## src/rtl/cmd_sequencer.sv

```systemverilog
// cmd_sequencer: on a start request it runs one full pass of LOAD, CONV,
// WRITE and PRINT for the latched channel select. Each command is held for
// a programmed number of cycles. The sequencer then returns to END and
// pulses done for one cycle.
//
// Ports:
//   clk        system clock, rising edge
//   reset      synchronous active-low reset
//   start      pass request, accepted only in IDLE with sel != 00 and hold = 0
//   sel[1:0]   channel select (01=R, 10=L, 11=RL), latched at start
//   hold       freeze state, phase counter and Command
//   Command    registered command code to the decoder
//   busy       high while a pass is in progress
//   done       one-cycle pulse when a pass completes
//   phase_cnt  0-based cycle index within the current phase
module cmd_sequencer #(
  parameter int LOAD_CYC  = 9,
  parameter int CONV_CYC  = 16,
  parameter int WRITE_CYC = 4,
  parameter int PRINT_CYC = 4,
  parameter int CNT_W     = 8
) (
  input  logic             clk,
  input  logic             reset,
  input  logic             start,
  input  logic [1:0]       sel,
  input  logic             hold,
  output logic [7:0]       Command,
  output logic             busy,
  output logic             done,
  output logic [CNT_W-1:0] phase_cnt
);

  typedef enum logic [2:0] {S_IDLE, S_LOAD, S_CONV, S_WRITE, S_PRINT} state_e;

  localparam logic [CNT_W-1:0] LOAD_LAST  = CNT_W'(LOAD_CYC - 1);
  localparam logic [CNT_W-1:0] CONV_LAST  = CNT_W'(CONV_CYC - 1);
  localparam logic [CNT_W-1:0] WRITE_LAST = CNT_W'(WRITE_CYC - 1);
  localparam logic [CNT_W-1:0] PRINT_LAST = CNT_W'(PRINT_CYC - 1);

  state_e           state_q, state_d;
  logic [CNT_W-1:0] cnt_q, cnt_d;
  logic [1:0]       sel_q, sel_d;
  logic [7:0]       cmd_q, cmd_d;
  logic             busy_q, busy_d;
  logic             done_q, done_d;
  logic [CNT_W-1:0] last_cnt;
  logic             last;

  function automatic logic [7:0] code_of(state_e s, logic [1:0] ss);
    case (s)
      S_LOAD:  code_of = {6'b000000, ss};
      S_CONV:  code_of = {6'b000100, ss};
      S_WRITE: code_of = {6'b001000, ss};
      S_PRINT: code_of = {6'b010000, ss};
      default: code_of = 8'h80;
    endcase
  endfunction

  always_comb begin
    case (state_q)
      S_LOAD:  last_cnt = LOAD_LAST;
      S_CONV:  last_cnt = CONV_LAST;
      S_WRITE: last_cnt = WRITE_LAST;
      S_PRINT: last_cnt = PRINT_LAST;
      default: last_cnt = '0;
    endcase
  end

  assign last = (cnt_q == last_cnt);

  // State register
  always_ff @(posedge clk) begin
    if (!reset) begin
      state_q <= S_IDLE;
      cnt_q   <= '0;
      sel_q   <= 2'b00;
      cmd_q   <= 8'h80;
      busy_q  <= 1'b0;
      done_q  <= 1'b0;
    end else begin
      state_q <= state_d;
      cnt_q   <= cnt_d;
      sel_q   <= sel_d;
      cmd_q   <= cmd_d;
      busy_q  <= busy_d;
      done_q  <= done_d;
    end
  end

  // Next-state logic
  always_comb begin
    state_d = state_q;
    cnt_d   = cnt_q;
    sel_d   = sel_q;
    if (!hold) begin
      case (state_q)
        S_IDLE: begin
          cnt_d = '0;
          if (start && sel != 2'b00) begin
            state_d = S_LOAD;
            sel_d   = sel;
          end
        end
        default: begin
          if (last) begin
            cnt_d = '0;
            case (state_q)
              S_LOAD:  state_d = S_CONV;
              S_CONV:  state_d = S_WRITE;
              S_WRITE: state_d = S_PRINT;
              default: state_d = S_IDLE;
            endcase
          end else begin
            cnt_d = cnt_q + 1'b1;
          end
        end
      endcase
    end
  end

  // Output logic. The outputs are registered from the next state, so each
  // code appears in the same cycle as its state. Under hold, state_d equals
  // state_q, so Command is unchanged and done falls.
  always_comb begin
    cmd_d  = code_of(state_d, sel_d);
    busy_d = (state_d != S_IDLE);
    done_d = (state_q == S_PRINT) && (state_d == S_IDLE);
  end

  assign Command   = cmd_q;
  assign busy      = busy_q;
  assign done      = done_q;
  assign phase_cnt = cnt_q;

endmodule

```

## config.mk

```make
export PLATFORM = sky130hd
export DESIGN_NAME = cmd_sequencer
export DESIGN_NICKNAME = d
export VERILOG_FILES = /design/src/rtl/cmd_sequencer.sv
export SDC_FILE = /design/constraint.sdc
export NUM_CORES = 1
export LEC_CHECK = 0
export ABC_AREA = 0
export CORE_UTILIZATION = 30
export DETAILED_ROUTE_END_ITERATION = 16
export GPL_TIMING_DRIVEN = 0
export MAX_ROUTING_LAYER = met4
export PLACE_DENSITY_LB_ADDON = 0.05
export SETUP_SLACK_MARGIN = 0.5
export SLEW_MARGIN = 20
export SYNTH_ARGS = -nofsm -noshare
export SYNTH_HDL_FRONTEND = slang
export SYNTH_SLANG_ARGS = --single-unit
```

## constraint.sdc

```tcl
create_clock -name clk -period 2.04 [get_ports clk]
set_input_delay 0.204 -clock clk [delete_from_list [all_inputs] [get_ports clk]]
set_output_delay 0.204 -clock clk [all_outputs]
set_load 0.02 [all_outputs]
```

==> Word-level counts from Yosys, hierarchy flattened <==
Index checks and enable logic that the tools add are counted.
{ "op_classes": {"muxes": 12, "n_reduce_logical": 7, "eq_ne": 9, "add_sub_neg": 1} }
{ "op_table": {"columns": ["cell", "n"], "rows": [
  ["8-bit one-hot mux with 4 select lines", 1],
  ["8-bit two-way mux", 2],
  ["3-bit by 2-bit == test with 1-bit output, second input constant", 4],
  ["3-bit two-way mux", 4],
  ["4-bit one-hot mux with 3 select lines", 1],
  ["3-bit one-hot mux with 3 select lines", 1],
  ["8-bit by 1-bit adder with 8-bit output, second input constant", 1],
  ["8-bit == test", 1],
  ["3-bit by 1-bit == test with 1-bit output, second input constant", 2],
  ["3-bit == test, second input constant", 2],
  ["3-bit logical NOT", 2],
  ["2-bit two-way mux", 3],
  ["3-bit nonzero test", 1],
  ["1-bit logical AND", 2],
  ["2-bit nonzero test", 1],
  ["2-bit OR reduction", 1]
]} }
{ "word_totals": {"output_inout_bits": 18, "inputBits": 6, "register_bits": 23, "word_cells": 35} }

==> Longest topological paths before layout <==
Gate-level depths: netlist (run 1).
{ "logic_depth": {"ltp_word": 9, "ltp_mapped": 7, "mapped_depth_nobuf": 6} }

==> Worst setup path before layout (run 1) <==
No wires, ideal clock.
{ "synth_path": {"path_type": "register -> register", "startpoint": "register cnt_q[0] (netlist: phase_cnt[0])", "endpoint": "register cnt_q[6] (netlist: phase_cnt[6])", "path_stages_with_launch": 7, "period_less_slack_ns": 1.701, "setup_time_ns": 0.126, "slack_ns": 0.339, "path_buffers": 0, "t_arrival_ns": 1.576, "cell_sequence": "dfxtp_1 > ha_1 > nand3_1 > or2_2 > and2_1 > o221ai_1 > a21boi_0"} }
{ "synth_between": {"elab_chain_cells": 3, "elab_cells_between_ends": 4, "cone_classes": "add/sub: 1; eq/ne: 1; mux: 2"} }
{ "synth_rtl": {"columns": ["element", "line", "rtl"], "rows": [
  ["from (decl)", "42", "logic [CNT_W-1:0] cnt_q, cnt_d;"],
  ["from (signal assigned)", "83", "cnt_q <= cnt_d;"],
  ["8-bit by 1-bit adder with 8-bit output / 8-bit == test (equally long branches)", "115, 70", null],
  ["8-bit two-way mux *", "106", "if (last) begin"],
  ["8-bit two-way mux *", "97", "case (state_q)"]
]} }
Mark *: on every way between the ends. The rest lies on a longest branch, timed or not.
A chain may end at the register's enable or synchronous reset.

==> Final worst setup path (run 1) <==
{ "layout_path": {"startpoint": "register state_q[2]", "endpoint": "register cmd_q[4] (netlist: Command[4])"} }
{ "layout_between": {"elab_chain_cells": 9, "elab_cells_between_ends": 18, "cone_classes": "eq/ne: 9; mux: 7; reduce/logical: 2"} }
{ "layout_rtl": {"columns": ["element", "line", "rtl"], "rows": [
  ["from (decl)", "41", "state_e state_q, state_d;"],
  ["from (signal assigned)", "82", "state_q <= state_d;"],
  ["3-bit == test / 3-bit by 2-bit == test with 1-bit output (equally long branches)", "61, 108", null],
  ["2-bit OR reduction (no line)", null, null],
  ["4-bit one-hot mux with 3 select lines", "61", "case (state_q)"],
  ["8-bit == test", "70", "assign last = (cnt_q == last_cnt);"],
  ["3-bit two-way mux", "106", null],
  ["3-bit two-way mux", "97", null],
  ["3-bit two-way mux *", "96", "if (!hold) begin"],
  ["3-bit == test, or another cell as far along", "51", "case (s)"],
  ["8-bit one-hot mux with 4 select lines *", "51", null],
  ["to (signal assigned)", "85", "cmd_q <= cmd_d;"],
  ["to (decl)", "44", "logic [7:0] cmd_q, cmd_d;"]
]} }
Marks and branches as above.

==> run_results.csv, run 1 <==
group,metric,value,unit
cts,cts.clk_slew.worst_paths,0.08,ns
floorplanning,boundaryPins,24,
synth,seq_area_frac_synth,0.3621,
cts,cts_sinks,21,
floorplanning,dieArea,0.004123,sq mm
grt,grt_pass1_wl,4823,microns
worst_setup_path,critPathMaxFanout,4,
status,status,"complete, no violations",
power,p_per_area,537.8,mW/mm^2
synth,yosysUniqueCellTypes,41,
synth,ys_seq_elements,21,
grt,antenna_found_initial,0,
place,hpwl,1891,microns
run,drv_cap,0,
synth,synthDominantCellAreaShare,0.3621,
floorplanning,die_h,64.21,microns
cts,root_buffer,"clkbuf_8",
worst_setup_path,crit_path_end_kind,"flip-flop",
grt,grt_pass1_vias,1019,
power,power.static_leakage,0.0007020,uW
cells_and_area,fin_nets,174,
sta,tns,0,ns
worst_setup_path,arrival,2.02,ns
synth,yosys_warnings,0,
cts,cts_tree,"done",
worst_setup_path,required,2.24,ns
synth,synth_area,0.001161,sq mm
synth,synthTopCellsByArea,"dfxtp_1 36%, a21boi_0 8.4%, o221ai_1 4.5%, nand2_1 4.2%, nor2_1 2.9%",
place,io_buffers,21,
cells_and_area,drive_gt1_frac,0.3012,
sta,setup_viol,0,
floorplanning,rows,22,
routing,first_pass_iters,4,
routing,routedWlPerCell,14.07,microns
cts,postCtsHoldBufs,0,
floorplanning,initial_utilization,0.3148,
synth,synth_cells,127,
cells_and_area,diodes,0,
sta,fin_ws,0.2177,ns
worst_hold_path,min_from,"sel_q[0]",
sta,period_share,0.8933,
synth,synth_most_common_cell,"dfxtp_1",
routing,totalWireLength,3012,microns
synth,synth_area_leader_cell,"dfxtp_1",
floorplanning,core,0.003689,sq mm
routing,vias_per_cell,4.949,
cts,ctsHtreeMaxLevel,1,
grt,grt_start_max_net_pins,12,
cts,cts_buffer_depth,2,
worst_setup_path,cp-startpoint,"state_q[2]",
routing,drtIter0Drc,77,
grt,grt_use_total,0.1552,
sta,final.setup_skew,0.003414,ns
synth,ys.flop_type,"dfxtp_1",
routing,vias,1059,
synth,synthTopCellsByCount,"21 x dfxtp_1, 13 x a21boi_0, 13 x nand2_1",
sta,fmax,548.8,MHz
worst_setup_path,critPathLaunchType,"flip-flop",
grt,grt-ovfl-total,0,
routing,ant_nets,0,
place,place_congestion,0.7609,
cells_and_area,syn2layout_area_growth,47.09,%
routing,drc,0,
power,ir_drop,0.2871,mV
sta,min_period,1.822,ns
floorplanning,fp.dieW,64.21,microns
sta,rsz0062_at_grt,"yes",
place,dpl_worst_slack,0.1137,ns
worst_setup_path,critPathKind,"flip-flop to flip-flop",
synth,synth_edf_count,0,
worst_hold_path,hold_path_class,"flip-flop to flip-flop",
cts,cts_made_buffers,3,
sta,hold_viol_final,0,
cts,clk_latency,0.26,ns
sta,drv_slew,0,
worst_setup_path,r2r_start,"state_q[2]",
synth,async_flop_share,0,
synth,synth.avg_cell_area,9.143,sq um
## per-layer routing
metal  vias to the layer above  part of all wire  GRT usage
met1                       509              0.49     0.2035
li1                        530                 -          -
met4                         0             0.016    0.04167
met5                         -                 0          -
met2                        16              0.46     0.2380
met3                         4             0.031    0.03750
## power by group
group	internal [uW]	switching (uW)	total [uW]
clock network	139	137	276
registers	421	4.69	426
logic	106	111	217
total	666	253	919
## final timing paths
path	endpoint	slack, ns	cells past startpoint
max	Command[4]	0.22	6
min	sel_q[0]	0.53	2
max reg2reg	Command[4]	0.22	6
min reg2reg	sel_q[0]	0.53	2
## layout make-up
class / instances / area, sq um
clock buffers: 4 / 45.04
plain buffers: 8 / 67.56
flip-flops and latches: 21 / 426.7
fillers: 384 / 1981
well taps: 48 / 60.06
multi-input cells: 97 / 767.0
inverters: 2 / 7.507
repair buffers: 34 / 334.1
## worst max-delay path: stages (launching register included)
cell     delay [ns]
dfxtp_2        0.33
buf_6          0.12
nor3b_4        0.23
xnor2_2        0.15
nand4_1        0.21
or4_4          0.59
a21oi_2        0.13
## state kept, by name (all words and copies together), names as in the netlist
register   count
state_q        3
sel_q          2
done           1
phase_cnt      8
Command        6
busy           1
## metrics by stage
| stage | hold WS (ns) | instance area [sq um] | power (uW) | std cells | utilization |
|---|---|---|---|---|---|
| detailed placement | 0.5250 | 1456 | 586.8 | 197 | 0.3948 |
| global placement | 0.5183 | 1456 | 587.1 | 197 | 0.3948 |
| global route | 0.5641 | 1708 | 962.7 | 214 | 0.4630 |
| CTS | 0.5363 | 1622 | 900.2 | 212 | 0.4396 |
| finish | 0.5347 | 1708 | 918.6 | 214 | 0.4630 |
| floorplan | 0.3332 | 1186 | 541.0 | 128 | - |
## cell usage in the layout (no fill, tap or decap), drive strengths merged, types with 2 or more instances in the layout
| master | synthesis | final |
|---|---|---|
| conb | 1 | 2 |
| o211a | 2 | 2 |
| mux2i | 2 | 2 |
| nor3 | 3 | 3 |
| xnor2 | 2 | 2 |
| nand2b | 3 | 3 |
| dfxtp | 21 | 21 |
| nand2 | 13 | 13 |
| clkdlybuf4s50 | 0 | 14 |
| o211ai | 3 | 3 |
| buf | 6 | 19 |
| dlymetal6s2s | 0 | 2 |
| o221ai | 6 | 6 |
| nor3b | 3 | 3 |
| dlygate4sd2 | 0 | 5 |
| clkbuf | 2 | 6 |
| nor4 | 3 | 3 |
| o21ai | 5 | 5 |
| or2 | 2 | 2 |
| a21boi | 13 | 13 |
| nand4 | 2 | 2 |
| and2 | 4 | 4 |
| inv | 2 | 2 |
| a21oi | 2 | 2 |
| nand3 | 2 | 2 |
| nor2 | 9 | 9 |
| nor2b | 4 | 4 |
## cell families after synthesis
| logic type | share of synthesized area |
|---|---|
| adders and majority gates | 0.01077 |
| xor gates and xnor gates | 0.01509 |
| other | 0.003230 |
| buffers and inverters | 0.05819 |
| muxes | 0.01724 |
| DFF | 0.3621 |
| AOI/OAI and AO/OA | 0.2597 |
| and+or+nand+nor | 0.2737 |
## timing repair
action                     in CTS  in global routing
resized for setup              21                 16
setup endpoints to repair      23                 20
setup buffers                  11                  2
pin swaps                       4                 14
Note: power is estimated with default switching activity, not from simulation.
==> run 2: changes to the inputs <==
ABC_AREA = not set   (was 0)
==> results of run 2 <==
No change in the layout: final DEF, timing and power equal those of run 1.
==> run 3: changes to the inputs <==
CTS_CLUSTER_SIZE = 24   (was not set)
SKIP_LAST_GASP = 1   (was not set)
==> results of run 3 <==
No change in the layout: final DEF, timing and power equal those of run 1.
